**src/rtl/jtkunio_mcu_mbox.sv**
```systemverilog
// Kunio main-CPU <-> protection-MCU one-byte mailbox, one latch per direction with full flags; optional sticky overrun flags under JTKUNIO_MBOX_OVF_EN.
// All flag/status/irq changes appear 1 clk after the triggering strobe edge; no backpressure, writing a full latch overwrites it.
module jtkunio_mcu_mbox #(
    parameter logic [7:0] RSTVAL = 8'h00
) (
    input  logic       clk,
    input  logic       rst,
    input  logic       main_cs,
    input  logic       main_rnw,
    input  logic [7:0] main_din,
    output logic [7:0] main_dout,
    output logic [1:0] mcu_st,
    input  logic       mcu_rd_n,
    input  logic       mcu_wr_n,
    input  logic [7:0] mcu_dout,
    output logic [7:0] mcu_din,
    output logic       mcu_irqn,
    output logic [1:0] ovf
);

    logic [7:0] m2s_data_q, m2s_data_d;
    logic [7:0] s2m_data_q, s2m_data_d;
    logic       m2s_full_q, m2s_full_d;
    logic       s2m_full_q, s2m_full_d;
    logic [7:0] main_dout_q, main_dout_d;
    logic [7:0] mcu_din_q, mcu_din_d;
    logic       mcu_irqn_q, mcu_irqn_d;
    logic       cs_q, cs_d;
    logic       rd_n_q, rd_n_d;
    logic       wr_n_q, wr_n_d;
    logic       cs_arm_q, cs_arm_d;
    logic       rd_arm_q, rd_arm_d;
    logic       wr_arm_q, wr_arm_d;

    logic       main_wr_start, main_rd_start;
    logic       mcu_rd_end, mcu_wr_end;

    // Each edge detector only arms once its input has been seen idle after
    // reset, so a strobe already active across reset cannot fire on release.
    always_comb begin
        main_wr_start = main_cs & ~cs_q & cs_arm_q & ~main_rnw;
        main_rd_start = main_cs & ~cs_q & cs_arm_q &  main_rnw;
        mcu_rd_end    = mcu_rd_n & ~rd_n_q & rd_arm_q;
        mcu_wr_end    = mcu_wr_n & ~wr_n_q & wr_arm_q;

        cs_d     = main_cs;
        rd_n_d   = mcu_rd_n;
        wr_n_d   = mcu_wr_n;
        cs_arm_d = cs_arm_q | ~main_cs;
        rd_arm_d = rd_arm_q | mcu_rd_n;
        wr_arm_d = wr_arm_q | mcu_wr_n;

        m2s_data_d  = m2s_data_q;
        s2m_data_d  = s2m_data_q;
        m2s_full_d  = m2s_full_q;
        s2m_full_d  = s2m_full_q;
        main_dout_d = main_dout_q;

        // Clear first, set second: a set in the same clk must win.
        if (mcu_rd_end)    m2s_full_d = 1'b0;
        if (main_wr_start) begin
            m2s_data_d = main_din;
            m2s_full_d = 1'b1;
        end
        if (main_rd_start) begin
            main_dout_d = s2m_data_q;
            s2m_full_d  = 1'b0;
        end
        if (mcu_wr_end) begin
            s2m_data_d = mcu_dout;
            s2m_full_d = 1'b1;
        end

        mcu_din_d  = m2s_data_d;
        mcu_irqn_d = ~m2s_full_d;
    end

    always_ff @(posedge clk or posedge rst) begin
        if (rst) begin
            m2s_data_q  <= RSTVAL;
            s2m_data_q  <= RSTVAL;
            m2s_full_q  <= 1'b0;
            s2m_full_q  <= 1'b0;
            main_dout_q <= RSTVAL;
            mcu_din_q   <= RSTVAL;
            mcu_irqn_q  <= 1'b1;
            cs_q        <= 1'b0;
            rd_n_q      <= 1'b1;
            wr_n_q      <= 1'b1;
            cs_arm_q    <= 1'b0;
            rd_arm_q    <= 1'b0;
            wr_arm_q    <= 1'b0;
        end else begin
            m2s_data_q  <= m2s_data_d;
            s2m_data_q  <= s2m_data_d;
            m2s_full_q  <= m2s_full_d;
            s2m_full_q  <= s2m_full_d;
            main_dout_q <= main_dout_d;
            mcu_din_q   <= mcu_din_d;
            mcu_irqn_q  <= mcu_irqn_d;
            cs_q        <= cs_d;
            rd_n_q      <= rd_n_d;
            wr_n_q      <= wr_n_d;
            cs_arm_q    <= cs_arm_d;
            rd_arm_q    <= rd_arm_d;
            wr_arm_q    <= wr_arm_d;
        end
    end

`ifdef JTKUNIO_MBOX_OVF_EN
    logic [1:0] ovf_q, ovf_d;

    always_comb begin
        ovf_d    = ovf_q;
        ovf_d[0] = ovf_q[0] | (main_wr_start & m2s_full_q);
        ovf_d[1] = ovf_q[1] | (mcu_wr_end & s2m_full_q);
    end

    always_ff @(posedge clk or posedge rst) begin
        if (rst) ovf_q <= 2'b00;
        else     ovf_q <= ovf_d;
    end

    assign ovf = ovf_q;
`else
    assign ovf = 2'b00;
`endif

    assign main_dout = main_dout_q;
    assign mcu_st    = {s2m_full_q, m2s_full_q};
    assign mcu_din   = mcu_din_q;
    assign mcu_irqn  = mcu_irqn_q;

endmodule

```
**config.mk**
```make
export PLATFORM = sky130hd
export DESIGN_NAME = jtkunio_mcu_mbox
export DESIGN_NICKNAME = d
export VERILOG_FILES = /design/src/rtl/jtkunio_mcu_mbox.sv
export SDC_FILE = /design/constraint.sdc
export NUM_CORES = 1
export LEC_CHECK = 0
export BUFFER_PORTS_ARGS = -buffer_cell sky130_fd_sc_hd__clkbuf_2
export CAP_MARGIN = 40
export CORE_ASPECT_RATIO = 0.75
export CORE_MARGIN = 4
export CORE_UTILIZATION = 25
export CTS_BUF_LIST = sky130_fd_sc_hd__clkbuf_8 sky130_fd_sc_hd__clkbuf_16
export DETAILED_ROUTE_END_ITERATION = 12
export GPL_ROUTABILITY_DRIVEN = 0
export GPL_TIMING_DRIVEN = 0
export HOLD_SLACK_MARGIN = 0.08
export MAX_ROUTING_LAYER = met4
export PLACE_DENSITY = 0.51
export SETUP_SLACK_MARGIN = 0.3
export SYNTH_ARGS = -nofsm -noshare
export SYNTH_HDL_FRONTEND = slang
export SYNTH_SLANG_ARGS = --single-unit
export TNS_END_PERCENT = 100
```
**constraint.sdc**
```tcl
create_clock -name clk -period 1.4 [get_ports clk]
set_clock_uncertainty 0.1 [all_clocks]
set_input_delay 0.14 -clock clk [delete_from_list [all_inputs] [get_ports clk]]
set_output_delay 0.14 -clock clk [all_outputs]
set_load 0.005 [all_outputs]
```
==> metrics.yaml, run 1 <==
floorplanning:
  start_util_pct: 25.87
  core_um2: 4900
  dieHeight_um: 69.67
  io_pins: 43
  core.rowCount: 22
  die_width_um: 90.22
  die_area_um2: 6285
drt:
  dr.pass1.iters: 3
  drt_wl_total_mm: 2.868
  dr.first_iter.drc_count: 8
  wl_met2_mm: 1.393
  num_vias: 874
  avgViaCountPerCell: 4.162
  top_layer: "met4"
  routed-wl-met3_um: 127
  wire_per_inst_um: 13.66
  ant_nets: 0
  drc_errors: 0
  wl_met1_mm: 1.309
cts:
  clock-sinks: 33
  cts_hold_buf: 19
  cts_max_level: 2
  cts_root_buffer: "clkbuf_8"
  clock_latency_ns: 0.28
  path_clk_slew_ns: 0.07
  cts_tree: "built"
  clock_path_buffers: 2
  cts_buffers: 5
placement:
  portBuffers: 40
  dp_hpwl_mm: 1.770
  place_ws_ns: 0.01051
setup_path:
  path_cells: "and4bb_1 > buf_6 > mux2_4"
  slowest_delay_ns: 0.37
  startpoint_type: "register"
  cp-end-kind: "register"
  required_ns: 1.46
  slowest_stage: "dfrtp_1"
  crit_type: "reg -> reg"
  worstPathArrival_ns: 1.39
  cp_max_fo: 9
timing:
  postLayoutSetupSlackWorst_ns: 0.07108
  slew_headroom_pct: 64.09
  finalSetupViolCount: 0
  drv_slew: 0
  period_share_pct: 94.92
  final-hold-violation-count: 11
  fin_crit_ns: 1.329
  hold-worst-slack_ns: -0.2174
  worst_pin_slew_ns: 0.5381
  rsz0062_at_grt: "true"
  max_freq_ghz: 0.7525
  tns_ns: 0
final_layout:
  drive_above_1_share_pct: 62.67
  syn2layout_area_growth_pct: 61.01
  nets: 171
  nFillCells: 480
  diodes: 0
  final_core_utilization_pct: 41.65
synthesis:
  yosysTopAreaCellShare_pct: 59.23
  syn_inst: 74
  synth_area_um2: 1267
  yosysTopAreaCell: "dfrtp_1"
  synth_area_per_cell_um2: 17.13
  ys_top_cells_by_count: "dfrtp_1 (30), mux2_2 (16), mux2_4 (8)"
  yosysUniqueCellTypes: 17
  synth_area_leaders: "dfrtp_1 (59%), mux2_2 (14%), mux2_4 (9.5%)"
  yosysSeqAreaShare_pct: 65.45
  ys_async_sr_fraction_pct: 100.0
  ys_ff_latch: 33
  yosysMostFrequentCell: "dfrtp_1"
  yosys_most_used_dff: "dfrtp_1"
  synth_edf_count: 0
  ys.warnings.count: 0
global_route:
  grt_pass1_wl_mm: 4.892
  grt-ovfl-total: 0
  grt_max_degree: 23
  grt.total_usage_pct: 10.33
  grt_pass1_vias: 1027
  antenna_found_initial: 0
run_status:
  status: "finished, violations left"
  violations: "negative hold slack"
power:
  p_leak_nw: 1.003
  vdd_ir_drop_max_mv: 0.4525
  power_mw: 2.633
  power_density_nw_per_um2: 1290
flow_run:
  drv_cap: 0
min_path:
  hold_path_class: "in -> async"
report_power, final:
group,total [mW],switching [mW],internal [mW]
Clock,0.892,0.319,0.572
Combinational,0.533,0.173,0.360
Sequential,1.21,0.0854,1.12
kinds of logic (layout without fill, tap and decap cells):
family	count (synthesis)	after routing	share of synthesized area, %
AOI/OAI and AO/OA	3	3	1.875
DFF	33	33	65.45
and+or+nand+nor	7	9	5.133
buffers and inverters	6	79	3.554
other	1	2	0.2959
muxes	24	24	23.69
worst max-delay path, delay by kind of cell (launching register included):
family | cells | cell delay, ns
buf+inv | 1 | 0.17
flops | 1 | 0.37
mux | 1 | 0.31
simple gates | 1 | 0.26
layout by cell type (no fill, tap or decap):
cell	n
clkbuf_2	38
mux2_4	17
nand3b_1	1
a21o_2	1
bufinv_16	1
buf_16	1
mux2_2	7
nand2b_1	1
dlygate4sd3_1	18
buf_6	6
dfrtp_1	29
buf_4	6
conb_1	2
dfstp_2	3
dlymetal6s4s_1	1
a21bo_2	1
inv_1	2
nand4b_4	2
clkbuf_8	6
a21oi_1	1
and4bb_1	1
or2_2	2
nand3b_4	2
dfrtp_2	1
layout make-up:
class	instances	area [um2]	area share, %
Sequential cell	33	830.8	40.71
Multi-Input combinational cell	38	491.7	24.10
Tap cell	60	75.07	3.679
Timing Repair Buffer	65	474.2	23.24
Buffer	5	48.80	2.391
Clock buffer	6	82.58	4.047
Inverter	1	3.754	0.1839
Clock inverter	2	33.78	1.655
routing by layer:
metal	up-vias	global-route usage, %
li1	410	-
met3	5	3.688
met2	20	16.97
met1	439	11.74
met4	0	3.565
met5	-	-
flip-flops by register name, summed over array words and instances, names as in the netlist:
name / cells
main_dout: 8
mcu_din: 8
s2m_data_q: 8
cs_arm_q: 1
cs_q: 1
m2s_full_q: 1
mcu_irqn: 1
rd_arm_q: 1
rd_n_q: 1
s2m_full_q: 1
wr_arm_q: 1
wr_n_q: 1
repair_timing:
item / in CTS / in global routing
endpoints found under the hold margin: 34 / 11
setup endpoints to repair: 29 / 31
pin swaps: 1 / 0
resized for setup: 6 / 5
buffers inserted: 5 / 0
cloned: 2 / 0
through the flow:
stage	instance area [um2]	hold WS (ns)	cells
global route	2041	-0.1702	210
finish	2041	-0.2174	210
floorplan	1310	0.04448	75
global placement	1585	0.1552	175
CTS	2018	-0.2169	210
detailed placement	1613	0.08863	176
path summary, 6_finish.rpt:
kind                       cells past startpoint       start  slack, ns          to
max                                            3        cs_q       0.07  mcu_din[1]
min                                            2         rst      -0.22  mcu_din[2]
max reg2reg                                    3        cs_q       0.07  mcu_din[1]
min reg2reg                                    1  m2s_full_q       0.36    mcu_irqn
max in group asynchronous                      3         rst       0.85    mcu_irqn
min in group clk                               2    mcu_wr_n       0.19      wr_n_q
No activity file was read; power rests on OpenSTA's default activity.
==> inputs of run 2 (changes only) <==
--- a/config.mk
+++ b/config.mk
@@ -14,5 +14,4 @@
 export DETAILED_ROUTE_END_ITERATION = 12
 export GPL_ROUTABILITY_DRIVEN = 0
-export GPL_TIMING_DRIVEN = 0
 export HOLD_SLACK_MARGIN = 0.08
 export MAX_ROUTING_LAYER = met4
==> constraint.sdc (replaced) <==
create_clock -name clk -period 1.4 [get_ports clk]
set_clock_uncertainty 0.1 [all_clocks]
set_input_delay 0.28 -clock clk [delete_from_list [all_inputs] [get_ports clk]]
set_output_delay 0.28 -clock clk [all_outputs]
set_load 0.005 [all_outputs]
==> run 2 against run 1 <==
  * The flow now finishes without violations
  * Sequential share of layout area up 4.3 points
  * Global-route usage is 1.3 points lower
  * Total power down 4.0%
  * Die area did not move
  * Count of clock-buffer cells in the layout rose by 1
  * Fmax fell by 0.46%
  * Cell count fell by 6.7%
  * First-iteration DRC count grew to 2.9 times the previous value
  * Clock power is 12% lower
  * Combinational power is 0.9% higher
  * Hold slack improved by 0.33 ns
  * Critical endpoint is now mcu_din[6]
  * Largest cell class unchanged
  * Highest routed layer unchanged
==> metrics.yaml, run 2 (same netlist as run 1, synthesis figures left out) <==
setup_path:
  cp-end-kind: "register"
  worstPathArrival_ns: 1.40
  reg2reg_slack_ns: 0.06
  worstReg2RegStart: "cs_q"
  crit_type: "reg -> reg"
  r2r_end: "mcu_din[6]"
  r2r_cells: 3
  cp_max_fo: 9
  startpoint_type: "register"
  required_ns: 1.46
cts:
  clock_latency_ns: 0.28
  cts_buffers: 5
  clock_path_buffers: 2
  cts_tree: "built"
  path_clk_slew_ns: 0.06
  clock-sinks: 33
  cts_max_level: 2
  cts_root_buffer: "clkbuf_8"
drt:
  avgViaCountPerCell: 4.204
  ant_nets: 0
  dr.first_iter.drc_count: 23
  wire_per_inst_um: 13.56
  dr.pass1.iters: 4
  num_vias: 824
  drc_errors: 0
  drt_wl_total_mm: 2.657
global_route:
  grt_pass1_wl_mm: 4.319
  grt-ovfl-total: 0
  grt_max_degree: 34
  grt.total_usage_pct: 9.052
  antenna_found_initial: 0
  grt_pass1_vias: 905
timing:
  final-hold-violation-count: 0
  rsz0062_at_grt: "true"
  finalSetupViolCount: 0
  period_share_pct: 95.36
  max_freq_ghz: 0.7490
  fin_crit_ns: 1.335
  drv_slew: 0
  tns_ns: 0
placement:
  portBuffers: 40
  dp_hpwl_mm: 1.806
  dp.cells: 173
floorplanning:
  start_util_pct: 25.87
  core_um2: 4900
  die_width_um: 90.22
  core.rowCount: 22
  dieHeight_um: 69.67
  io_pins: 43
  die_area_um2: 6285
min_path:
  hold_end: "cs_arm_q"
  hold_path_depth: 2
  hold_path_class: "in -> reg"
  hp-start: "main_cs"
final_layout:
  final_cell_mix: "clkbuf_2 (39), dfrtp_1 (30), mux2_4 (16)"
  nets: 157
  layout_commonest_cell: "clkbuf_2"
  final_cells: 196
  final_core_utilization_pct: 37.59
  drive_above_1_share_pct: 70.59
  diodes: 0
  nFillCells: 486
  syn2layout_area_growth_pct: 45.31
power:
  p_leak_nw: 0.9139
  power_density_nw_per_um2: 1373
  vdd_ir_drop_max_mv: 0.6536
flow_run:
  drv_cap: 0
run_status:
  status: "finished clean"
-- run 2: cell count changes in the layout (fill, tap and decap cells not counted), sizes merged --
cell,previous run,this run
buf,13,14
bufinv,1,0
clkbuf,44,46
clkinv,0,1
dlygate4sd3,18,4
dlymetal6s4s,1,0
inv,2,1
nand4b,2,1
-- run 2: how the worst max path moves through the flow --
stage / startpoint / end / slack, ns / cells past startpoint
3_3_place_gp: main_rnw / mcu_din[5] / 0.05 / 4
6_report: cs_q / mcu_din[6] / 0.06 / 3
4_1_cts: cs_q / mcu_din[6] / 0.06 / 3
2_1_floorplan: cs_q / mcu_din[0] / 0.13 / 3
5_1_grt: cs_q / mcu_din[6] / 0.03 / 3
3_5_place_dp: main_rnw / mcu_din[1] / 0.03 / 4
-- run 2: area by class of cell --
class                           count  area (um2)  area share [%]
Clock buffer                        7       96.34           5.231
Clock inverter                      1       5.005          0.2717
Inverter                            1       3.754          0.2038
Multi-Input combinational cell     37       459.2           24.93
Sequential cell                    33       829.5           45.04
Tap cell                           60       75.07           4.076
Timing Repair Buffer               57       372.9           20.24
-- run 2: metrics by stage --
stage | power [mW] | hold slack [ns] | setup slack (ns) | area, um2
final | 2.529 | 0.1130 | 0.06496 | 1842
after global routing | 2.670 | 0.1143 | 0.02731 | 1842
after CTS | 2.528 | 0.1045 | 0.05708 | 1798
after detailed placement | 1.680 | 0.2779 | 0.02749 | 1592
after global placement | 1.657 | 0.2599 | 0.04951 | 1592
after floorplan | 1.464 | 0.1845 | 0.1314 | 1310
-- run 2: repair_timing --
item / CTS / global route
pin swaps: 0 / 0
endpoints found under the hold margin: 33 / 0
cloned: 1 / 0
buffers inserted: 6 / 4
gates resized for setup: 1 / 3
setup endpoints to repair: 45 / 79
hold buffers: 4 / 0
-- run 2: worst max-delay path: stages (launching register included) --
cell	delay [ns]
dfrtp_1	0.37
and4bb_1	0.30
buf_12	0.15
mux2_4	0.30
-- run 2: where the power goes --
group          internal [mW]  leakage, nW  switching, mW  total (mW)
logic                  0.361        0.483          0.177       0.538
clock network          0.444       0.0542          0.337       0.781
registers               1.12        0.376         0.0874        1.21
total                   1.93        0.914          0.601        2.53
-- run 2: per-layer routing --
metal  GRT usage (%)  up-vias  wire [um]
met1           11.29      428       1271
met5               -        -          0
met4           4.075        0         30
met3           2.928        3         69
li1                -      375          -
met2           13.41       18       1285
==> inputs of run 3 (changes only) <==
SETUP_SLACK_MARGIN = 0.1   (was 0.3)
SKIP_LAST_GASP = 1   (was unset)
==> run 3 against run 2 <==
  * Sequential power about the same
  * Count of clock-buffer cells in the layout is 1 lower
  * Fmax shrank 0.87%
  * Wire length shrank 2.6%
  * Combinational power fell by 18%
  * Sequential cell count did not move
  * Via count down 6.8%
  * Sequential share of layout area grew 3.0 points
  * Global-route usage hardly changed
  * First-iteration DRC count decreased by 48%
  * Utilization fell by 2.3 points
  * Largest power group unchanged
==> metrics.yaml, run 3 (same netlist as run 1, synthesis figures left out) <==
cts:
  cts_root_buffer: "clkbuf_8"
  cts_buffers: 5
  clock_path_buffers: 2
  clock_latency_ns: 0.27
  clock-sinks: 33
  cts_setup_buffers: 0
  cts_tree: "built"
  path_clk_slew_ns: 0.06
  cts_max_level: 2
floorplanning:
  start_util_pct: 25.87
  die_area_um2: 6285
  core_um2: 4900
  core.rowCount: 22
  dieHeight_um: 69.67
  io_pins: 43
  die_width_um: 90.22
setup_path:
  slowest_stage: "dfrtp_1"
  path_cells: "and4bb_1 > buf_12 > mux2_4"
  startpoint_type: "register"
  reg2reg_slack_ns: 0.05
  worstPathArrival_ns: 1.40
  crit_type: "reg -> reg"
  cp_max_fo: 10
  required_ns: 1.45
  slowest_delay_ns: 0.37
  cp-end-kind: "register"
power:
  p_leak_nw: 0.8437
  clockPowerShare_pct: 29.5
  power_frac_seq_pct: 51.6
  power_mw: 2.340
  power_density_nw_per_um2: 1355
  vdd_ir_drop_max_mv: 0.5136
  pwr-share-comb_pct: 18.9
  sw_frac_of_total_pct: 23.39
  p_int_mw: 1.793
  p_sw_uw: 547.3
placement:
  dp.cells: 173
  portBuffers: 40
  dp_hpwl_mm: 1.823
  place_ws_ns: -0.02012
timing:
  drv_slew: 0
  fin_crit_ns: 1.347
  rsz0062_at_grt: "true"
  final-hold-violation-count: 0
  period_share_pct: 96.20
  finalSetupViolCount: 0
  postLayoutSetupSlackWorst_ns: 0.05323
  max_freq_ghz: 0.7425
global_route:
  grt.total_usage_pct: 9.058
  grt-ovfl-total: 0
  antenna_found_initial: 0
  grt_max_degree: 20
  grt_pass1_vias: 828
  grt_pass1_wl_mm: 4.298
drt:
  dr.pass1.iters: 3
  ant_nets: 0
  wire_per_inst_um: 13.92
  avgViaCountPerCell: 4.129
  drc_errors: 0
  num_vias: 768
  drt_wl_total_mm: 2.589
  dr.first_iter.drc_count: 12
final_layout:
  syn2layout_area_growth_pct: 36.23
  ff_latch_area_um2: 829.5
  final_cell_mix: "clkbuf_2 (40), dfrtp_1 (30), mux2_4 (13)"
  diodes: 0
  final_cells: 186
  final_core_utilization_pct: 35.24
  drive_above_1_share_pct: 65.87
  nFillCells: 516
  nets: 147
  layout_commonest_cell: "clkbuf_2"
  multiInputGateArea_um2: 452.9
run_status:
  status: "finished clean"
min_path:
  hold_path_class: "in -> reg"
flow_run:
  drv_cap: 0
[run 3: cell types whose count changed in the layout (fill, tap and decap cells not counted), sizes merged]
| cell | delta |
|---|---|
| clkinv | -1 |
| buf | -11 |
| inv | +2 |
[run 3: what timing repair did]
action,in CTS,in global routing
hold buffers,4,0
gates resized for setup,2,6
setup endpoints to repair,25,17
cloned,0,1
endpoints found under the hold margin,33,0
[run 3: path summary, 6_finish.rpt]
kind                             startpoint       endpoint  cells after the start
worst max-delay path                   cs_q     mcu_din[5]                      3
worst min-delay path            mcu_dout[5]  s2m_data_q[5]                      2
min in group asynchronous               rst     mcu_din[2]                      4
worst max register to register         cs_q     mcu_din[5]                      3
worst min register to register   m2s_full_q       mcu_irqn                      1
max in group asynchronous               rst         wr_n_q                      4
[run 3: per-stage QoR]
step                area, um2  hold slack [ns]  setup TNS, ns
floorplan                1271           0.1845              0
global placement         1540           0.1902              0
detailed placement       1540           0.1974        -0.1450
CTS                      1688           0.1245              0
global route             1727           0.1274      -0.001256
finish                   1727           0.1344              0
[run 3: layout make-up]
type / count / share of cell area [%]
multi-input combinational: 37 / 26.23
inverter: 1 / 0.2174
clock buffer: 6 / 4.783
tap: 60 / 4.348
timing repair buffer: 47 / 15.94
sequential: 33 / 48.04
clock inverter: 2 / 0.4348
[run 3: critical path: cells and delay by family (launching register included)]
family	cells	cell delay (ns)
flops	1	0.37
simple gates	1	0.30
mux	1	0.30
buf+inv	1	0.15
[run 3: power groups by stage]
stage               sequential [mW]  combinational, mW  clock, mW
finish                         1.21              0.443      0.691
detailed placement             1.22              0.423          0
floorplan                      1.22              0.219          0
CTS                            1.21              0.435      0.726
global placement               1.22              0.406          0
global route                   1.23              0.485      0.784
[run 3: layer usage]
layer  part of all wire (%)  global-route usage (%)  routed length, um  vias to the layer above
met5                      0                       -                  0                        -
met4                      0                   3.565                  0                        0
li1                       -                       -                  -                      354
met1                     47                   11.10               1205                      393
met2                     49                   13.91               1273                       21
met3                    4.3                   2.928                111                        0
